`config.mk`:
```
export PLATFORM = sky130hd
export DESIGN_NAME = pwm_width_detect
export DESIGN_NICKNAME = d
export VERILOG_FILES = /design/src/rtl/pwdet_pkg.sv /design/src/rtl/pwdet_chan.sv /design/src/rtl/pwm_width_detect.sv
export SDC_FILE = /design/constraint.sdc
export NUM_CORES = 1
export LEC_CHECK = 0
export ABC_AREA = 0
export CORE_UTILIZATION = 55
export CTS_CLUSTER_SIZE = 40
export DETAILED_ROUTE_END_ITERATION = 7
export PLACE_DENSITY = 0.78
export SYNTH_ARGS = -nofsm -noshare
export SYNTH_HDL_FRONTEND = slang
export SYNTH_SLANG_ARGS = --single-unit
```
`constraint.sdc`:
```
create_clock -name sysclk -period 3 [get_ports sysclk]
set_input_delay 0.45 -clock sysclk [delete_from_list [all_inputs] [get_ports sysclk]]
set_output_delay 0.45 -clock sysclk [all_outputs]
set_load 0.05 [all_outputs]
```
`src/rtl/pwdet_pkg.sv`:
```
// Shared types and helpers for the PWM width detector.
//   - pwdet_state_e : per-channel measurement state (IDLE, HIGH, LOW)
//   - STATE_W       : width of the state encoding
//   - cnt_max()     : all-ones value for a count of the given width
//   - sat_inc()     : saturating increment for a count of the given width
// Counts are carried at MAX_CNT_W bits inside the helpers; callers narrow to their CNT_W.
package pwdet_pkg;

   localparam int unsigned STATE_W   = 2;
   localparam int unsigned MAX_CNT_W = 32;

   typedef enum logic [STATE_W-1:0] {
      IDLE = 2'd0,
      HIGH = 2'd1,
      LOW  = 2'd2
   } pwdet_state_e;

   function automatic logic [MAX_CNT_W-1:0] cnt_max(input int unsigned cnt_w);
      logic [MAX_CNT_W-1:0] one;
      one = MAX_CNT_W'(1);
      if (cnt_w >= MAX_CNT_W) begin
         return '1;
      end
      return (one << cnt_w) - one;
   endfunction

   function automatic logic [MAX_CNT_W-1:0] sat_inc(input logic [MAX_CNT_W-1:0] cnt,
                                                     input int unsigned          cnt_w);
      logic [MAX_CNT_W-1:0] max_v;
      max_v = cnt_max(cnt_w);
      if (cnt >= max_v) begin
         return max_v;
      end
      return cnt + MAX_CNT_W'(1);
   endfunction

endpackage

```
`src/rtl/pwdet_chan.sv`:
```
// One channel of the PWM width detector: synchroniser, optional glitch filter, edge detect,
// IDLE/HIGH/LOW measurement FSM, saturating high/low counters and registered outputs.
// Optional feature macro: PWDET_GLITCH_FILTER_EN (level changes only after FILT_LEN stable cycles).
// Ports:
//   sysclk     in   clock, rising edge
//   sysreset   in   synchronous active-high reset
//   pwm_in     in   asynchronous input level
//   clear      in   synchronous channel clear (priority over edges/valid)
//   high_width out  last complete high time in cycles
//   low_width  out  last complete low time in cycles
//   valid      out  one-cycle strobe when widths update
//   ovf        out  sticky: a count saturated since last clear/reset
module pwdet_chan
   import pwdet_pkg::*;
#(
   parameter int unsigned CNT_W       = 24,
   parameter int unsigned SYNC_STAGES = 2,
   parameter int unsigned FILT_LEN    = 4
) (
   input  logic             sysclk,
   input  logic             sysreset,
   input  logic             pwm_in,
   input  logic             clear,
   output logic [CNT_W-1:0] high_width,
   output logic [CNT_W-1:0] low_width,
   output logic             valid,
   output logic             ovf
);

   if (SYNC_STAGES < 2 || FILT_LEN < 1 || CNT_W < 1 || CNT_W > MAX_CNT_W) begin : g_bad_param
      $error("pwdet_chan: need SYNC_STAGES >= 2, FILT_LEN >= 1, 1 <= CNT_W <= 32");
   end

   localparam logic [MAX_CNT_W-1:0] CntMax = cnt_max(CNT_W);

   // Synchroniser
   logic [SYNC_STAGES-1:0] sync_q;
   logic                   sync_out;

   always_ff @(posedge sysclk) begin
      if (sysreset) begin
         sync_q <= '0;
      end else begin
         sync_q <= {sync_q[SYNC_STAGES-2:0], pwm_in};
      end
   end

   assign sync_out = sync_q[SYNC_STAGES-1];

   // Level used for measurement
   logic s;

`ifdef PWDET_GLITCH_FILTER_EN
   localparam int unsigned FCW = $clog2(FILT_LEN + 1);

   logic           filt_q;
   logic [FCW-1:0] fcnt_q;

   // Filtered level follows the synced input only after FILT_LEN consecutive differing cycles,
   // so both edges are delayed by exactly FILT_LEN and widths are preserved.
   always_ff @(posedge sysclk) begin
      if (sysreset) begin
         filt_q <= 1'b0;
         fcnt_q <= '0;
      end else if (sync_out != filt_q) begin
         if (fcnt_q == FCW'(FILT_LEN - 1)) begin
            filt_q <= sync_out;
            fcnt_q <= '0;
         end else begin
            fcnt_q <= fcnt_q + FCW'(1);
         end
      end else begin
         fcnt_q <= '0;
      end
   end

   assign s = filt_q;
`else
   assign s = sync_out;
`endif

   logic s_d_q;
   logic rise;
   logic fall;

   always_ff @(posedge sysclk) begin
      if (sysreset) begin
         s_d_q <= 1'b0;
      end else begin
         s_d_q <= s;
      end
   end

   assign rise = s & ~s_d_q;
   assign fall = ~s & s_d_q;

   // Measurement FSM and counters
   pwdet_state_e     state_q, state_d;
   logic [CNT_W-1:0] hcnt_q, hcnt_d;
   logic [CNT_W-1:0] lcnt_q, lcnt_d;
   logic [CNT_W-1:0] hw_q, hw_d;
   logic [CNT_W-1:0] lw_q, lw_d;
   logic             valid_q, valid_d;
   logic             ovf_q, ovf_d;

   logic [MAX_CNT_W-1:0] hinc_ext;
   logic [MAX_CNT_W-1:0] linc_ext;
   logic                 hsat;
   logic                 lsat;

   assign hinc_ext = sat_inc(MAX_CNT_W'(hcnt_q), CNT_W);
   assign linc_ext = sat_inc(MAX_CNT_W'(lcnt_q), CNT_W);
   assign hsat     = (hinc_ext == CntMax);
   assign lsat     = (linc_ext == CntMax);

   always_comb begin
      state_d = state_q;
      hcnt_d  = hcnt_q;
      lcnt_d  = lcnt_q;
      hw_d    = hw_q;
      lw_d    = lw_q;
      valid_d = 1'b0;
      ovf_d   = ovf_q;

      if (clear) begin
         state_d = IDLE;
         hcnt_d  = '0;
         lcnt_d  = '0;
         hw_d    = '0;
         lw_d    = '0;
         ovf_d   = 1'b0;
      end else begin
         unique case (state_q)
            IDLE: begin
               if (rise) begin
                  state_d = HIGH;
                  hcnt_d  = CNT_W'(1);
               end
            end
            HIGH: begin
               if (fall) begin
                  state_d = LOW;
                  lcnt_d  = CNT_W'(1);
               end else begin
                  hcnt_d = hinc_ext[CNT_W-1:0];
                  if (hsat) begin
                     ovf_d = 1'b1;
                  end
               end
            end
            LOW: begin
               if (rise) begin
                  // Completed period: publish and start the next high phase
                  hw_d    = hcnt_q;
                  lw_d    = lcnt_q;
                  valid_d = 1'b1;
                  state_d = HIGH;
                  hcnt_d  = CNT_W'(1);
               end else begin
                  lcnt_d = linc_ext[CNT_W-1:0];
                  if (lsat) begin
                     ovf_d = 1'b1;
                  end
               end
            end
            default: begin
               state_d = IDLE;
            end
         endcase
      end
   end

   always_ff @(posedge sysclk) begin
      if (sysreset) begin
         state_q <= IDLE;
         hcnt_q  <= '0;
         lcnt_q  <= '0;
         hw_q    <= '0;
         lw_q    <= '0;
         valid_q <= 1'b0;
         ovf_q   <= 1'b0;
      end else begin
         state_q <= state_d;
         hcnt_q  <= hcnt_d;
         lcnt_q  <= lcnt_d;
         hw_q    <= hw_d;
         lw_q    <= lw_d;
         valid_q <= valid_d;
         ovf_q   <= ovf_d;
      end
   end

   assign high_width = hw_q;
   assign low_width  = lw_q;
   assign valid      = valid_q;
   assign ovf        = ovf_q;

endmodule

```
`src/rtl/pwm_width_detect.sv`:
```
// Multi-channel PWM pulse-width detector. Measures high and low time of each complete period
// per channel in sysclk cycles and reports them with a one-cycle valid strobe.
// Optional feature macro: PWDET_GLITCH_FILTER_EN (per-channel glitch filter, FILT_LEN cycles).
// Ports:
//   sysclk     in   system clock, rising edge
//   sysreset   in   synchronous active-high reset
//   pwm_in     in   NCHAN asynchronous inputs, bit i = channel i
//   clear      in   NCHAN synchronous per-channel clears
//   high_width out  NCHAN*CNT_W, channel i at [i*CNT_W +: CNT_W]
//   low_width  out  NCHAN*CNT_W, same packing
//   valid      out  NCHAN one-cycle update strobes
//   ovf        out  NCHAN sticky saturation flags
module pwm_width_detect
   import pwdet_pkg::*;
#(
   parameter int unsigned NCHAN       = 4,
   parameter int unsigned CNT_W       = 24,
   parameter int unsigned SYNC_STAGES = 2,
   parameter int unsigned FILT_LEN    = 4
) (
   input  logic                   sysclk,
   input  logic                   sysreset,
   input  logic [NCHAN-1:0]       pwm_in,
   input  logic [NCHAN-1:0]       clear,
   output logic [NCHAN*CNT_W-1:0] high_width,
   output logic [NCHAN*CNT_W-1:0] low_width,
   output logic [NCHAN-1:0]       valid,
   output logic [NCHAN-1:0]       ovf
);

   for (genvar i = 0; i < NCHAN; i++) begin : g_chan
      pwdet_chan #(
         .CNT_W      (CNT_W),
         .SYNC_STAGES(SYNC_STAGES),
         .FILT_LEN   (FILT_LEN)
      ) u_chan (
         .sysclk    (sysclk),
         .sysreset  (sysreset),
         .pwm_in    (pwm_in[i]),
         .clear     (clear[i]),
         .high_width(high_width[i*CNT_W +: CNT_W]),
         .low_width (low_width[i*CNT_W +: CNT_W]),
         .valid     (valid[i]),
         .ovf       (ovf[i])
      );
   end

endmodule

```
# ---- Yosys cells after proc, flatten, opt, wreduce, memory -nomap -nowiden
# Cells that the tools add are included.
dict set report word_totals {
  ram_bits 0
  in_bits 10
  memories 0
  romBits 0
  latch_bits 0
  reg_bits 412
}
dict set report op_classes {
  n_eq_ne 40
  n_addsub 8
  n_shift 0
  n_div 0
  bitwise_logic 20
  order_cmp 8
  n_mux 84
  n_reduce_logical 44
  n_mul 0
}
# operator n
set op_table {}
lappend op_table {{$mux W32} 16}
lappend op_table {{$mux W24} 16}
lappend op_table {{$pmux W24 S2} 8}
lappend op_table {{$eq A32 B24 Y1 const B} 8}
lappend op_table {{$add A24 B1 Y25 const B} 8}
lappend op_table {{$ge A24 B24 Y1 const B} 8}
lappend op_table {{$ne A2 B1 Y1 const B} 16}
lappend op_table {{$mux W1} 28}
lappend op_table {{$reduce_and A3 Y1} 8}
lappend op_table {{$reduce_and A5 Y1} 4}
lappend op_table {{$mux W2} 8}
lappend op_table {{$ne A2 B2 Y1 const B} 8}
lappend op_table {{$pmux W2 S2} 4}
lappend op_table {{$reduce_and A2 Y1} 8}
lappend op_table {{$reduce_bool A2 Y1} 8}
lappend op_table {{$reduce_or A2 Y1} 8}
lappend op_table {{$not A1 Y1} 12}
lappend op_table {{$reduce_or A3 Y1} 4}
lappend op_table {{$and A1 B1 Y1} 8}
lappend op_table {{$eq A2 B1 Y1 const B} 4}
lappend op_table {{$eq A2 B2 Y1 const B} 4}
lappend op_table {{$logic_not A2 Y1} 4}
lappend op_table {{$pmux W1 S2} 4}

# ---- Logic depth before layout (Yosys ltp)
# Gate-level depths: netlist (run 1).
dict set report logic_depth {
  ltp_word 7
  depth_mapped 11
}

# ---- Cells and area by module
# Synthesis (run 1) repeated with hierarchy kept, for this count alone.
dict set report hier_totals {
  cells_unflattened 2928
  hier_area_um2 21120.3
}
# mod instances cells_each seq_area_each_um2 area_each_um2
set by_module_without_submodules {}
lappend by_module_without_submodules {pwdet_chan 4 732 2062.0 5280.1}

# ---- Least setup slack after synthesis (run 1)
# OpenSTA, ideal clock, no wires.
dict set report synth_path {
  path_type {flip-flop to flip-flop}
  from {register g_chan[1].u_chan.lcnt_q[0]}
  to {register g_chan[1].u_chan.ovf_q}
  path_stages_with_launch 10
  required_ns 2.904
  path_buffers 2
  arrival_ns 2.357
  setup_ns 0.096
  setup_slack_ns 0.547
  synth_period_minus_slack_ns 2.453
  path_cell_list {dfxtp_1 > ha_1 > and3_1 > buf_2 > nand2_1 > or4_1 > clkbuf_1 > a21boi_1 > o41a_1 > o41ai_2}
}
dict set report synth_via {
  elab_chain_cells 6
  word_cells_on_any_way 7
  classes_between {1 x add/sub; 1 x order compare; 2 x eq/ne; 2 x mux; 1 x reduce/logical}
}
# element line
set synth_rtl {}
lappend synth_rtl {{start: declaration} pwdet_chan.sv:100} ;# logic [CNT_W-1:0] lcnt_q, lcnt_d;
lappend synth_rtl {{start signal: assignment} pwdet_chan.sv:185} ;# lcnt_q <= lcnt_d;
lappend synth_rtl {{$ge A24 B24 Y1} pwdet_pkg.sv:31} ;# if (cnt >= max_v) begin
lappend synth_rtl {{$mux W1} pwdet_pkg.sv:31}
lappend synth_rtl {{$mux W32 (*)} pwdet_pkg.sv:34} ;# return cnt + MAX_CNT_W'(1);
lappend synth_rtl {{$eq A32 B24 Y1 (*)} pwdet_chan.sv:114} ;# assign lsat = (linc_ext == CntMax);
lappend synth_rtl {{$ne A2 B1 Y1 (no source line) (*)} n/a}
lappend synth_rtl {{$reduce_and A5 Y1 (no source line) (*)} n/a}
lappend synth_rtl {{end signal: assignment} pwdet_chan.sv:189} ;# ovf_q <= ovf_d;
lappend synth_rtl {{end: declaration} pwdet_chan.sv:104} ;# logic ovf_q, ovf_d;
# Mark *: on every way between the ends. The rest lies on a longest branch, timed or not.
# A chain may end at the register's enable or synchronous reset.

# ---- Final worst setup path (run 1)
dict set report layout_path {
  from {register g_chan[0].u_chan.hcnt_q[1]}
  to {register g_chan[0].u_chan.ovf_q}
}
dict set report layout_via {
  elab_chain_cells 6
  word_cells_on_any_way 7
  classes_between {1 x add/sub; 1 x order compare; 2 x eq/ne; 2 x mux; 1 x reduce/logical}
}
# element line
set layout_rtl {}
lappend layout_rtl {{start: declaration} pwdet_chan.sv:99} ;# logic [CNT_W-1:0] hcnt_q, hcnt_d;
lappend layout_rtl {{start signal: assignment} pwdet_chan.sv:184} ;# hcnt_q <= hcnt_d;
lappend layout_rtl {{$ge A24 B24 Y1} pwdet_pkg.sv:31}
lappend layout_rtl {{$mux W1} pwdet_pkg.sv:31}
lappend layout_rtl {{$mux W32 (*)} pwdet_pkg.sv:34}
lappend layout_rtl {{$eq A32 B24 Y1 (*)} pwdet_chan.sv:113} ;# assign hsat = (hinc_ext == CntMax);
lappend layout_rtl {{$ne A2 B1 Y1 (no source line) (*)} n/a}
lappend layout_rtl {{$reduce_and A5 Y1 (no source line) (*)} n/a}
lappend layout_rtl {{end signal: assignment} pwdet_chan.sv:189}
lappend layout_rtl {{end: declaration} pwdet_chan.sv:104}
# Marked as above.

==> results.yml, run 1 <==
route:
  drt_iter0_markers: 1666
  wirelength_um: 54400
  num_vias: 20100
  avgViaCountPerCell: 5.99
  drt_pass1_iterations: 6
  drtAntennaViolNets: 0
  wire_per_inst_um: 16.3
  drc: 0
clock_network:
  cts_setup_buffers: 0
  path_clk_slew_ns: 0.06
  cts_resized: 0
  cts_buffers: 45
  cts_root_buf: "clkbuf_16"
  h-tree-depth: 2
  clockBufferDepth: 3
  hold_buffers: 0
  clock_latency_ns: 0.58
  clock-sinks: 412
  cts_tree: "yes"
critical_path:
  path_class: "flip-flop to flip-flop"
  max_stage_delay_ns: 0.50
  critPathArrivalTime_ns: 3.16
  slowest_stage: "or3_1"
  r2r_end: "g_chan[0].u_chan.ovf"
  cp-start-kind: "flip-flop"
  path_buf_inv: 0
  r2r_cells: 8
  cp-end-kind: "flip-flop"
  crit_family: "simple AND/OR/NAND/NOR gates"
  required_ns: 3.46
  r2r_start: "g_chan[0].u_chan.hcnt_q[1]"
  rrSetupSlack_ns: 0.30
  cp_max_fo: 11
  cp_cell_sequence: "ha_1 > nand4_1 > or3_1 > nor3_1 > mux2_2 > o2111ai_1 > o22ai_1 > o22a_1"
placement:
  place_ws_ns: 0.356
  gp_congestion: 0.941
  dp_hpwl_um: 36300
  io_buffer_count: 209
  placed_cells: 3269
sta:
  finalHoldViolCount: 0
  min_period_over_period: 0.900
  fin_tns_setup_ns: 0
  final-max-slew-violation-count: 0
  rsz0062_at_grt: "false"
  layout_setup_ws_ns: 0.301
  period_minus_slack_ns: 2.70
  setup_viol: 0
  slew_headroom: 0.409
  fin_worst_skew_ns: 0.0161
  tightest_slew_ns: 0.886
  fmax_ghz: 0.370
layout:
  final_cells: 3348
  layout-drive-gt1-share: 0.0696
  fin_nets: 2887
  fillers: 3162
  diodes: 0
  final_cell_mix: "nand2_1 (547), a21oi_1 (433), dfxtp_1 (412), clkdlybuf4s50_1 (209), o21ai_0 (193)"
  area_growth_syn_to_layout_pct: 19.2
  layout_commonest_cell: "nand2_1"
grt:
  grt_pass1_wl_um: 90900
  grt_overflow: 0
  grt_use_total: 0.282
  grt_pass1_vias: 18600
  grt_start_max_net_pins: 90
  antenna_found_initial: 0
job:
  cap_violations: 0
min_path:
  min_to: "g_chan[3].u_chan.sync_q[1]"
  hp-start: "g_chan[3].u_chan.sync_q[0]"
  holdPathStages: 1
  hp-class: "flip-flop to flip-flop"
yosys:
  syn_inst: 2753
  yosysWarningCount: 0
  yosysSeqAreaShare: 0.407
  synth_flop_cell: "dfxtp_1"
  netlist_area_um2: 20200
  ys_async_sr_fraction: 0
  synth-seq-cells: 412
  avgSynthCellArea_um2: 7.35
  yosysUniqueCellTypes: 81
  synth.net_count: 2785
  ys_top_cells_by_area: "dfxtp_1 (41%), a21oi_1 (11%), nand2_1 (10%), o21ai_0 (4.8%), clkbuf_1 (3.2%)"
  synth_top_area_cell: "dfxtp_1"
  synth_top_area_share: 0.407
  synth_edf_count: 0
pwr:
  power_density_nw_per_um2: 475
  vdd_drop_max_mv: 0.443
  p_leak_nw: 7.60
floorplan:
  rows: 69
  chipHeight_um: 194
  die_w_um: 194
  die_area_um2: 37600
  io_pins: 210
  initial_core_util: 0.564
  core_area_um2: 35900
status:
  outcome: "completed"
## where the power goes
part	switching [mW]	internal (mW)
sequential	0.00748	5.48
clock	2.24	3.50
combinational	0.174	0.0661
total	2.42	9.05
## worst reg2reg max path, delay by kind of cell (launching register included)
family	cells	cell delay, ns
and+or+nand+nor	3	0.97
AOI/OAI and AO/OA	3	0.39
DFF	1	0.44
muxes	1	0.38
adders and majority gates	1	0.42
## final cells by class
cell class,count,area (um2),share of cell area
Sequential cell,412,8250,0.342
Tap cell,461,577,0.0239
Timing Repair Buffer,282,2680,0.111
Multi-Input combinational cell,2083,11000,0.455
Clock inverter,19,230,0.00954
Inverter,31,116,0.00482
Clock buffer,60,1320,0.0545
## layer usage
| layer | vias up | wire length (um) | part of all wire | global-route usage |
|---|---|---|---|---|
| met1 | 9337 | 24000 | 0.44 | 0.372 |
| li1 | 9894 | - | - | - |
| met2 | 725 | 25700 | 0.47 | 0.464 |
| met5 | - | 0 | 0 | 0 |
| met4 | 0 | 1610 | 0.030 | 0.117 |
| met3 | 112 | 3160 | 0.058 | 0.0393 |
## state kept, by name, indices dropped and copies added, names as in the netlist, 8 cells and up
signal                    count
g_chan.u_chan.state_q         8
g_chan.u_chan.lcnt_q         96
g_chan.u_chan.high_width     96
g_chan.u_chan.sync_q          8
g_chan.u_chan.low_width      96
g_chan.u_chan.hcnt_q         96
## worst max path at each step
| stage | endpoint | startpoint | depth (start not counted) |
|---|---|---|---|
| floorplan | g_chan[1].u_chan.ovf | g_chan[1].u_chan.lcnt_q[0] | 9 |
| global placement | g_chan[0].u_chan.ovf | g_chan[0].u_chan.hcnt_q[1] | 8 |
| detailed placement | g_chan[0].u_chan.ovf | g_chan[0].u_chan.hcnt_q[1] | 8 |
| CTS | g_chan[0].u_chan.ovf | g_chan[0].u_chan.hcnt_q[1] | 8 |
| global route | g_chan[0].u_chan.ovf | g_chan[0].u_chan.hcnt_q[1] | 8 |
| finish | g_chan[0].u_chan.ovf | g_chan[0].u_chan.hcnt_q[1] | 8 |
## synth_stat cells (13+ instances only)
library cell  number
clkbuf_1         173
xnor2_1           33
a31oi_1           44
a21oi_1          433
nand3_1          109
nor4_1            22
nor2_1           167
nor3_1           105
a22oi_1           13
buf_2             27
o21ai_0          194
dfxtp_1          412
xor2_1            20
nor2b_1           31
and4_1            20
a211oi_1          23
a41oi_1           15
or3_1             14
inv_1             31
nand2b_1          17
nand2_1          547
nand4_1           56
ha_1              22
and2_1            22
and3_1            42
## cells by family (layout without fill, tap and decap cells)
logic type                 after synthesis  in the layout  share of synthesized area
DFF                                    412            412                      0.407
xor gates and xnor gates                53             53                     0.0229
and+or+nand+nor                       1215           1215                      0.285
adders and majority gates               22             22                     0.0136
muxes                                    7              7                    0.00389
buffers and inverters                  258            392                     0.0518
AOI/OAI and AO/OA                      786            786                      0.216
## metrics by stage
stage / area (um2) / total power, mW / hold slack (ns) / utilization
4_1_cts: 24100 / 11.6 / 0.438 / 0.672
3_3_place_gp: 22600 / 5.84 / 0.416 / 0.629
5_1_grt: 24100 / 11.8 / 0.448 / 0.672
3_5_place_dp: 22600 / 5.85 / 0.426 / 0.629
2_1_floorplan: 20200 / 5.76 / 0.414 / -
6_report: 24100 / 11.5 / 0.444 / 0.672
Note: power is estimated with default switching activity, not from simulation.
==> run 2: changes to the inputs <==
--- a/config.mk
+++ b/config.mk
@@ -6,10 +6,13 @@
 export NUM_CORES = 1
 export LEC_CHECK = 0
 export ABC_AREA = 0
+export CORE_MARGIN = 4
 export CORE_UTILIZATION = 55
 export CTS_CLUSTER_SIZE = 40
 export DETAILED_ROUTE_END_ITERATION = 7
-export PLACE_DENSITY = 0.78
+export PLACE_DENSITY = 0.77
+export SKIP_CTS_REPAIR_TIMING = 1
 export SYNTH_ARGS = -nofsm -noshare
 export SYNTH_HDL_FRONTEND = slang
+export SYNTH_HIERARCHICAL = 1
 export SYNTH_SLANG_ARGS = --single-unit
==> run 2 against run 1 <==
  * Synthesized cell count increased by 6.4%
  * Hold slack got worse by 0.011 ns
  * Critical path depth unchanged
  * Sequential power about the same
  * Critical endpoint is now g_chan[2].u_chan/ovf
==> results.yml, run 2 <==
sta:
  fin_worst_skew_ns: 0.00934
  slew_headroom: 0.400
  fmax_ghz: 0.378
  finalHoldViolCount: 0
  period_minus_slack_ns: 2.64
  holdWs_ns: 0.433
  fin_tns_setup_ns: 0
  min_period_over_period: 0.881
  layout_setup_ws_ns: 0.356
  final-max-slew-violation-count: 0
  rsz0062_at_grt: "false"
  setup_viol: 0
  tightest_slew_ns: 0.897
route:
  wire_per_inst_um: 16.6
  num_vias: 21200
  avgViaCountPerCell: 5.95
  wirelength_um: 59400
  drtAntennaViolNets: 0
  drt_pass1_iterations: 6
  drc: 0
  drt_iter0_markers: 1569
min_path:
  hp-class: "primary input to flip-flop"
clock_network:
  path_clk_slew_ns: 0.06
  clock-sinks: 412
  cts_tree: "yes"
  cts_buffers: 44
  cts_root_buf: "clkbuf_16"
  h-tree-depth: 2
  clockBufferDepth: 3
  clock_latency_ns: 0.57
layout:
  seqCellArea_um2: 8250
  final_cell_mix: "nand2_1 (564), a21oi_1 (432), dfxtp_1 (412), o21ai_0 (296), nor2_1 (244)"
  area_growth_syn_to_layout_pct: 18.2
  multi_input_area_um2: 11800
  fillers: 3347
  fin_nets: 3043
  post-route-util: 0.661
  layout-drive-gt1-share: 0.0756
  layout_commonest_cell: "nand2_1"
  diodes: 0
yosys:
  ys_top_cells_by_area: "dfxtp_1 (39%), a21oi_1 (10%), nand2_1 (10%), o21ai_0 (7.0%), nor2_1 (4.4%)"
  yosysWarningCount: 6
  yosysMostFrequentCell: "nand2_1"
  synth_common_cells: "nand2_1 (564), a21oi_1 (432), dfxtp_1 (412)"
  syn_inst: 2928
  synth_top_area_share: 0.391
  synth-seq-cells: 412
  synth_top_area_cell: "dfxtp_1"
  synth_edf_count: 0
  avgSynthCellArea_um2: 7.21
  synth.net_count: 2946
  ys_async_sr_fraction: 0
  yosysUniqueCellTypes: 55
  yosysSeqAreaShare: 0.391
  netlist_area_um2: 21100
  synth_flop_cell: "dfxtp_1"
floorplan:
  rows: 71
  die_w_um: 204
  die_area_um2: 41600
  core_area_um2: 37800
  io_pins: 210
  initial_core_util: 0.559
  chipHeight_um: 204
status:
  outcome: "completed"
critical_path:
  critPathArrivalTime_ns: 3.12
  cp-start-kind: "flip-flop"
  r2r_cells: 8
  cp-end-kind: "flip-flop"
  crit_start: "g_chan[2].u_chan/lcnt_q[7]"
  path_class: "flip-flop to flip-flop"
  worstSetupEndpoint: "g_chan[2].u_chan/ovf"
  r2r_end: "g_chan[2].u_chan/ovf"
  r2r_start: "g_chan[2].u_chan/lcnt_q[7]"
  cp_max_fo: 11
  rrSetupSlack_ns: 0.36
  required_ns: 3.48
pwr:
  power_density_nw_per_um2: 447
  p_leak_nw: 8.00
  vdd_drop_max_mv: 0.405
  total_power_mw: 11.1
job:
  cap_violations: 0
placement:
  dp_hpwl_um: 40200
  io_buffer_count: 209
  gp_congestion: 0.942
  place_ws_ns: 0.442
grt:
  antenna_found_initial: 0
  grt_pass1_wl_um: 98400
  grt_use_total: 0.274
  grt_overflow: 0
  grt_pass1_vias: 19800
  grt_start_max_net_pins: 73
## run 2: cell types whose count changed after synthesis, moves of 19 or more
cell	delta
nor3_1	-21
o22ai_1	+19
nor2_1	+81
a31oi_1	+24
o21ai_0	+102
nand3_1	-25
nor4_1	+22
a211oi_1	-23
## run 2: metal layers
| layer | share of wire | global-route usage |
|---|---|---|
| met5 | 0 | 0 |
| met4 | 0.026 | 0.0885 |
| met3 | 0.065 | 0.0436 |
| met2 | 0.47 | 0.448 |
| met1 | 0.44 | 0.374 |
## run 2: area by class of cell
class                           instances  share of cell area
Inverter                               36             0.00541
Multi-Input combinational cell       2248               0.473
Tap cell                              511              0.0256
Timing Repair Buffer                  283               0.108
Clock inverter                         12             0.00587
Sequential cell                       412               0.331
Clock buffer                           66              0.0515
## run 2: through the flow
stage	cells	area [um2]
floorplan	2928	21100
global placement	3490	23500
detailed placement	3490	23500
CTS	3568	25000
global route	3568	25000
finish	3568	25000
## run 2: power breakdown
| group | total (mW) | internal [mW] | switching (mW) | leakage (nW) |
|---|---|---|---|---|
| clock | 5.44 | 3.21 | 2.23 | 0.694 |
| combinational | 0.216 | 0.0570 | 0.159 | 3.98 |
| sequential | 5.49 | 5.48 | 0.00702 | 3.32 |
| total | 11.1 | 8.75 | 2.40 | 8.00 |
## run 2: how the worst min path moves through the flow
stage / from / to / cells after the start
CTS: pwm_in[1] / g_chan[1].u_chan/sync_q[0] / 2
global placement: g_chan[1].u_chan/sync_q[0] / g_chan[1].u_chan/sync_q[1] / 1
floorplan: g_chan[0].u_chan/sync_q[0] / g_chan[0].u_chan/sync_q[1] / 1
detailed placement: g_chan[1].u_chan/sync_q[0] / g_chan[1].u_chan/sync_q[1] / 1
finish: pwm_in[1] / g_chan[1].u_chan/sync_q[0] / 2
global route: pwm_in[1] / g_chan[1].u_chan/sync_q[0] / 2
## run 2: cells by family after synthesis
| family | count (synthesis) | share of synthesized area |
|---|---|---|
| simple gates | 1292 | 0.301 |
| compound gates | 896 | 0.230 |
| flops | 412 | 0.391 |
| buf+inv | 268 | 0.0514 |
| xor+xnor | 40 | 0.0166 |
| mux | 12 | 0.00569 |
| fa+ha+maj | 8 | 0.00474 |
## run 2: critical path, cell delays in order (launching register included)
cell and delay (ns):
dfxtp_1 0.56, nand3_1 0.46, nor4_2 0.40, buf_4 0.22, nand3_1 0.12, xor2_1 0.19
nor4_1 0.26, o211ai_1 0.17, nor4_2 0.17
==> run 3: changes to the inputs <==
--- a/config.mk
+++ b/config.mk
@@ -6,6 +6,7 @@
 export NUM_CORES = 1
 export LEC_CHECK = 0
 export ABC_AREA = 0
+export ABC_CLOCK_PERIOD_IN_PS = 3000
 export CORE_MARGIN = 4
 export CORE_UTILIZATION = 55
 export CTS_CLUSTER_SIZE = 40
==> results of run 3 <==
The final DEF is identical to that of run 2; final timing and power are the same.
